==> config.mk <==
export PLATFORM = sky130hd
export DESIGN_NAME = dmem_load_unit
export DESIGN_NICKNAME = d
export VERILOG_FILES = /design/src/rtl/dmem_load_unit_pkg.sv /design/src/rtl/ld_data_unpack.sv /design/src/rtl/dmem_load_unit.sv
export SDC_FILE = /design/constraint.sdc
export NUM_CORES = 1
export LEC_CHECK = 0
export CAP_MARGIN = 20
export CORE_AREA = 2 2 147 149
export CTS_BUF_LIST = sky130_fd_sc_hd__clkbuf_8
export DETAILED_ROUTE_END_ITERATION = 6
export DIE_AREA = 0 0 149 151
export PLACE_DENSITY = 0.82
export SETUP_SLACK_MARGIN = 0.2
export SYNTH_ARGS = -nofsm -noshare
export SYNTH_HDL_FRONTEND = slang
export SYNTH_HIERARCHICAL = 1
export SYNTH_SLANG_ARGS = --single-unit
==> constraint.sdc <==
create_clock -name clk -period 3.1 [get_ports clk]
set_input_delay 0.62 -clock clk [delete_from_list [all_inputs] [get_ports clk]]
set_output_delay 0.62 -clock clk [all_outputs]
set_load 0.005 [all_outputs]
==> src/rtl/dmem_load_unit_pkg.sv <==
// rtl/dmem_load_unit_pkg.sv - core-wide memory op, data/address and load FSM types
package dmem_load_unit_pkg;

  typedef logic [63:0] data_t;
  typedef logic [63:0] addr_t;

  typedef enum logic [2:0] {
    MEM_NO,
    MEM_B,
    MEM_H,
    MEM_W,
    MEM_D,
    MEM_UB,
    MEM_UH,
    MEM_UW
  } mem_op_enum;

  typedef enum logic [2:0] {
    LD_IDLE,
    LD_REQ,
    LD_WAIT,
    LD_DONE,
    LD_DRAIN
  } load_state_enum;

  // A field is misaligned when its byte offset is not a multiple of its size.
  function automatic logic is_misaligned(input mem_op_enum op, input logic [2:0] lo);
    case (op)
      MEM_H, MEM_UH: return lo[0] != 1'b0;
      MEM_W, MEM_UW: return lo[1:0] != 2'b00;
      MEM_D:         return lo != 3'b000;
      default:       return 1'b0;
    endcase
  endfunction

endpackage

==> src/rtl/ld_data_unpack.sv <==
// rtl/ld_data_unpack.sv - extracts, shifts and extends one load field from a raw doubleword
module ld_data_unpack
  import dmem_load_unit_pkg::*;
#(
  parameter int DW = 64
) (
  input  mem_op_enum    mem_op_i,
  input  logic [2:0]    addr_lo_i,
  input  logic [DW-1:0] rdata_i,
  output logic [DW-1:0] data_o,
  output logic          misalign_o
);

  logic [DW-1:0] t;

  // Bring the addressed byte to bit 0 (zero fill), then size and extend the field.
  always_comb begin
    t      = rdata_i >> {addr_lo_i, 3'b000};
    data_o = '0;
    case (mem_op_i)
      MEM_B:   data_o = {{(DW-8){t[7]}}, t[7:0]};
      MEM_UB:  data_o = {{(DW-8){1'b0}}, t[7:0]};
      MEM_H:   data_o = {{(DW-16){t[15]}}, t[15:0]};
      MEM_UH:  data_o = {{(DW-16){1'b0}}, t[15:0]};
      MEM_W:   data_o = {{(DW-32){t[31]}}, t[31:0]};
      MEM_UW:  data_o = {{(DW-32){1'b0}}, t[31:0]};
      MEM_D:   data_o = t;
      default: data_o = '0;
    endcase
  end

  assign misalign_o = is_misaligned(mem_op_i, addr_lo_i);

endmodule

==> src/rtl/dmem_load_unit.sv <==
// rtl/dmem_load_unit.sv - single-outstanding load unit between MEM stage and dmem read port (option: MISALIGN_CHECK_EN)
module dmem_load_unit
  import dmem_load_unit_pkg::*;
#(
  parameter int DW = 64,
  parameter int AW = 64
) (
  input  logic          clk,
  input  logic          rstn,
  input  logic          flush,
  input  logic          ld_valid,
  output logic          ld_ready,
  input  mem_op_enum    ld_op,
  input  logic [AW-1:0] ld_addr,
  output logic          dmem_ren,
  output logic [AW-1:0] dmem_raddr,
  input  logic          dmem_gnt,
  input  logic          dmem_rvalid,
  input  logic [DW-1:0] dmem_rdata,
  output logic          res_valid,
  input  logic          res_ready,
  output logic [DW-1:0] res_data,
  output logic          res_misalign
);

  load_state_enum state_q, state_d;
  mem_op_enum     op_q, op_d;
  logic [AW-1:0]  addr_q, addr_d;
  logic [DW-1:0]  res_data_q, res_data_d;

  mem_op_enum     unp_op;
  logic [2:0]     unp_lo;
  logic [DW-1:0]  unp_data;
  logic           unp_misalign;

  // In IDLE the unpacker looks at the incoming request (misalign decision);
  // afterwards it formats against the captured op and address.
  assign unp_op = (state_q == LD_IDLE) ? ld_op : op_q;
  assign unp_lo = (state_q == LD_IDLE) ? ld_addr[2:0] : addr_q[2:0];

  ld_data_unpack #(.DW(DW)) u_unpack (
    .mem_op_i   (unp_op),
    .addr_lo_i  (unp_lo),
    .rdata_i    (dmem_rdata),
    .data_o     (unp_data),
    .misalign_o (unp_misalign)
  );

`ifdef MISALIGN_CHECK_EN
  logic mis_q, mis_d;
`else
  logic unused_misalign;
  assign unused_misalign = unp_misalign;
`endif

  // Next-state and captured-value logic; flush is checked first in every state but DRAIN.
  always_comb begin
    state_d    = state_q;
    op_d       = op_q;
    addr_d     = addr_q;
    res_data_d = res_data_q;
`ifdef MISALIGN_CHECK_EN
    mis_d      = mis_q;
`endif
    case (state_q)
      LD_IDLE: begin
        if (!flush && ld_valid && (ld_op != MEM_NO)) begin
          op_d    = ld_op;
          addr_d  = ld_addr;
          state_d = LD_REQ;
`ifdef MISALIGN_CHECK_EN
          mis_d   = 1'b0;
          if (unp_misalign) begin
            state_d    = LD_DONE;
            res_data_d = '0;
            mis_d      = 1'b1;
          end
`endif
        end
      end
      LD_REQ: begin
        if (flush) begin
          state_d = dmem_gnt ? LD_DRAIN : LD_IDLE;
        end else if (dmem_gnt) begin
          state_d = LD_WAIT;
        end
      end
      LD_WAIT: begin
        if (flush) begin
          state_d = dmem_rvalid ? LD_IDLE : LD_DRAIN;
        end else if (dmem_rvalid) begin
          res_data_d = unp_data;
          state_d    = LD_DONE;
        end
      end
      LD_DONE: begin
        if (flush || res_ready) begin
          state_d = LD_IDLE;
        end
      end
      LD_DRAIN: begin
        if (dmem_rvalid) begin
          state_d = LD_IDLE;
        end
      end
      default: state_d = LD_IDLE;
    endcase
  end

  // State and captured-request registers.
  always_ff @(posedge clk or negedge rstn) begin
    if (!rstn) begin
      state_q    <= LD_IDLE;
      op_q       <= MEM_NO;
      addr_q     <= '0;
      res_data_q <= '0;
    end else begin
      state_q    <= state_d;
      op_q       <= op_d;
      addr_q     <= addr_d;
      res_data_q <= res_data_d;
    end
  end

`ifdef MISALIGN_CHECK_EN
  // Misalign flag travels with the result it describes.
  always_ff @(posedge clk or negedge rstn) begin
    if (!rstn) begin
      mis_q <= 1'b0;
    end else begin
      mis_q <= mis_d;
    end
  end
  assign res_misalign = mis_q;
`else
  assign res_misalign = 1'b0;
`endif

  assign ld_ready   = (state_q == LD_IDLE);
  assign dmem_ren   = (state_q == LD_REQ);
  assign res_valid  = (state_q == LD_DONE);
  assign dmem_raddr = {addr_q[AW-1:3], 3'b000};
  assign res_data   = res_data_q;

endmodule
==> metrics.txt <==
# TYPE chip_impl_metric gauge
chip_impl_info{name="worstSetupStartpoint",value="state_q[0]$_DFFE_PN0P_"} 1
chip_impl_metric{name="pin_count_of_the_biggest_net_entering_global_routing",unit=""} 63
chip_impl_metric{name="post-layout-total-power",unit="mW"} 9.23
chip_impl_info{name="timing_worst_setup_path_type",value="flip-flop to flip-flop"} 1
chip_impl_metric{name="wire_length_on_met1",unit="µm"} 10500
chip_impl_metric{name="cts.sink_count",unit=""} 134
chip_impl_metric{name="r2r.worst_path.cells",unit=""} 10
chip_impl_info{name="worst_hold_path_type",value="input port to async pin"} 1
chip_impl_metric{name="finalCriticalPeriod",unit="ns"} 2.85
chip_impl_metric{name="place.port_buffers",unit=""} 265
chip_impl_metric{name="crit_fanout",unit=""} 8
chip_impl_metric{name="worst_ep_required_time",unit="ns"} 3.43
chip_impl_info{name="route.top_layer_used",value="met4"} 1
chip_impl_metric{name="drcViolationCount",unit=""} 0
chip_impl_metric{name="weighted_congestion_reported_at_the_end_of_routability_driven_placement",unit=""} 0.927
chip_impl_metric{name="synthesis.area",unit="µm²"} 8270
chip_impl_metric{name="post_dr_vias_cell",unit=""} 5.50
chip_impl_metric{name="floorplan.io_pins",unit=""} 270
chip_impl_metric{name="timing.critical_path.slowest_cell_delay",unit="ns"} 0.52
chip_impl_metric{name="met3_wirelength",unit="µm"} 1990
chip_impl_metric{name="max_clock_freq",unit="GHz"} 0.350
chip_impl_metric{name="finalSetupViolCount",unit=""} 0
chip_impl_metric{name="rows",unit=""} 53
chip_impl_metric{name="final.setup.tns",unit="ns"} 0
chip_impl_metric{name="antenna_violations_before_repair",unit=""} 1
chip_impl_metric{name="r2r_setup_slack",unit="ns"} 0.25
chip_impl_metric{name="clkSlewWorstSetupHoldPaths",unit="ns"} 0.08
chip_impl_metric{name="drt_pass1_iterations",unit=""} 6
chip_impl_metric{name="drtAntennaViolNets",unit=""} 0
chip_impl_metric{name="effective_utilization_at_floorplan",unit="%"} 39.7
chip_impl_metric{name="timing.final.max_slew_violations",unit=""} 0
chip_impl_metric{name="syn_inst",unit=""} 687
chip_impl_info{name="critical_path.slowest_cell",value="sky130_fd_sc_hd__mux4_2"} 1
chip_impl_metric{name="clockBufferDepth",unit=""} 2
chip_impl_metric{name="fp.dieW",unit="µm"} 149
chip_impl_metric{name="timing.critical_path.arrival",unit="ns"} 3.19
chip_impl_metric{name="core_area",unit="µm²"} 20800
chip_impl_metric{name="overflow",unit=""} 0
chip_impl_info{name="outcome",value="complete, no violations"} 1
chip_impl_metric{name="fillCellCount",unit=""} 1713
chip_impl_metric{name="worst_slew_pin_tran",unit="ns"} 0.659
chip_impl_metric{name="syn-mean-instance-area",unit="µm²"} 12.0
chip_impl_metric{name="number_of_nets_in_the_layout",unit=""} 1062
chip_impl_metric{name="cts-buffers-inserted",unit=""} 17
chip_impl_metric{name="die_y",unit="µm"} 151
chip_impl_metric{name="layout.area.seq",unit="µm²"} 3350
chip_impl_metric{name="worstSkewPairLatency",unit="ns"} 0.44
chip_impl_metric{name="initialDrtViolationCount",unit=""} 572
chip_impl_metric{name="detailroute.via_count",unit=""} 6665
chip_impl_info{name="unrepaired_setup_endpoints_after_global_routing",value="true"} 1
chip_impl_metric{name="via_count_of_the_first_global_routing_pass",unit=""} 6380
chip_impl_info{name="cp_cell_sequence",value="or3_4 > clkinv_4 > nand2_4 > nand2_8 > mux2_4 > mux4_2 > nand4_4 > clkbuf_16 > nand4_1 > mux2_2"} 1
chip_impl_info{name="endpoint_kind",value="flip-flop"} 1
chip_impl_metric{name="wl_per_cell",unit="µm"} 21.7
chip_impl_metric{name="die-area",unit="µm²"} 22500
chip_impl_info{name="cts_tree",value="yes"} 1
chip_impl_metric{name="dr_wl_met2",unit="µm"} 12800
chip_impl_metric{name="grt_pass1_wl",unit="µm"} 37100
chip_impl_metric{name="finalCoreUtilization",unit="%"} 56.4
chip_impl_metric{name="ir_worst_vdd",unit="µV"} 309
chip_impl_metric{name="drive_gt1_share",unit="%"} 30.2
chip_impl_metric{name="fin_hold_viols",unit=""} 0
chip_impl_metric{name="count_of_max_cap_constraint_violations",unit=""} 0
chip_impl_metric{name="place.detailed.hpwl",unit="µm"} 19100
chip_impl_metric{name="power-per-cell-area",unit="nW/µm²"} 785
chip_impl_info{name="critical_path_launch_point_type",value="flip-flop"} 1
chip_impl_metric{name="yosysWarningCount",unit=""} 6
chip_impl_metric{name="globalRouteTotalUtil",unit="%"} 21.7
chip_impl_metric{name="static-leakage-power",unit="nW"} 5.16
chip_impl_metric{name="worst_clock_skew",unit="ns"} 0.0132
chip_impl_metric{name="htree_levels",unit=""} 4
chip_impl_metric{name="postRouteWirelength",unit="µm"} 26200
chip_impl_info{name="clock_tree.root_cell",value="sky130_fd_sc_hd__clkbuf_8"} 1
chip_impl_metric{name="finalCritPeriodShare",unit="%"} 92.1
chip_impl_info{name="timing.rr.start",value="state_q[0]$_DFFE_PN0P_"} 1
chip_impl_metric{name="areaGrowthSynthToFinish",unit="%"} 42.0
chip_impl_metric{name="multi_input_comb_area",unit="µm²"} 4140
chip_impl_metric{name="max_slew_margin",unit="%"} 56.1
-- worst max-delay path, delay by kind of cell (launching register included) --
| family | cells | cell delay (ns) |
|---|---|---|
| buf+inv | 2 | 0.29 |
| flops | 1 | 0.38 |
| mux | 3 | 1.10 |
| simple gates | 5 | 0.97 |
-- registers in the layout (all words and copies together) (netlist names) --
name / cells
res_data: 64
addr_q: 64
op_q: 3
state_q: 3
-- per-stage QoR --
stage	instances	hold slack [ns]	setup WS, ns	cell area (µm²)
floorplan	690	0.324	0.218	8290
global placement	1155	0.488	0.110	10900
detailed placement	1155	0.494	0.0622	10900
CTS	1186	0.0671	0.201	11300
global route	1212	0.0735	0.174	11800
finish	1212	0.0762	0.246	11800
-- cell type report --
class	instances	share of cell area [%]
inverters	4	0.170
flip-flops and latches	134	28.5
diodes	1	0.0213
repair buffers	335	29.9
clock buffers	17	1.99
multi-input cells	432	35.2
well taps	275	2.93
clock inverters	14	1.30
-- routing by layer --
metal | track usage (%) | vias up
met5 | 0 | -
met4 | 9.05 | 0
met3 | 4.43 | 63
met2 | 33.9 | 360
met1 | 29.5 | 3337
li1 | - | 2905
-- worst paths after layout --
check | to
setup / recovery | res_data[43]$_DFFE_PN0P_
hold / removal | addr_q[26]$_DFFE_PN0P_
setup reg to reg | res_data[43]$_DFFE_PN0P_
hold reg to reg | addr_q[50]$_DFFE_PN0P_
max in group asynchronous | res_data[51]$_DFFE_PN0P_
min in group clk | addr_q[50]$_DFFE_PN0P_
-- placed cells by master, fill, tap and decap left out, types with 6 or more instances in the layout --
cell type	n
sky130_fd_sc_hd__clkdlybuf4s50_1	264
sky130_fd_sc_hd__dfrtp_1	133
sky130_fd_sc_hd__mux2_2	79
sky130_fd_sc_hd__nand2_1	78
sky130_fd_sc_hd__mux2_4	54
sky130_fd_sc_hd__buf_4	44
sky130_fd_sc_hd__mux2i_1	38
sky130_fd_sc_hd__nand4_1	33
sky130_fd_sc_hd__mux4_2	30
sky130_fd_sc_hd__o2bb2ai_1	22
sky130_fd_sc_hd__nand3_1	18
sky130_fd_sc_hd__clkbuf_8	17
sky130_fd_sc_hd__buf_12	17
sky130_fd_sc_hd__nand2b_1	11
sky130_fd_sc_hd__a21oi_1	9
sky130_fd_sc_hd__clkinv_4	7
sky130_fd_sc_hd__o21ai_0	7
sky130_fd_sc_hd__nor2_1	6
sky130_fd_sc_hd__clkbuf_16	6
-- where the power goes --
part | total, mW | internal [mW] | switching, mW
clock network | 1.46 | 0.717 | 0.742
logic | 4.91 | 2.97 | 1.94
registers | 2.86 | 2.42 | 0.437
total | 9.23 | 6.11 | 3.12
-- what timing repair did --
item / in CTS / in global routing
resized for setup: 1 / 19
setup endpoints to repair: 52 / 56
hold endpoints to repair: 0 / 0
hold buffers: 0 / 0
pin swaps: 0 / 4
setup buffers: 0 / 16
gates cloned: 0 / 9
No activity file was read; power rests on OpenSTA's default activity.
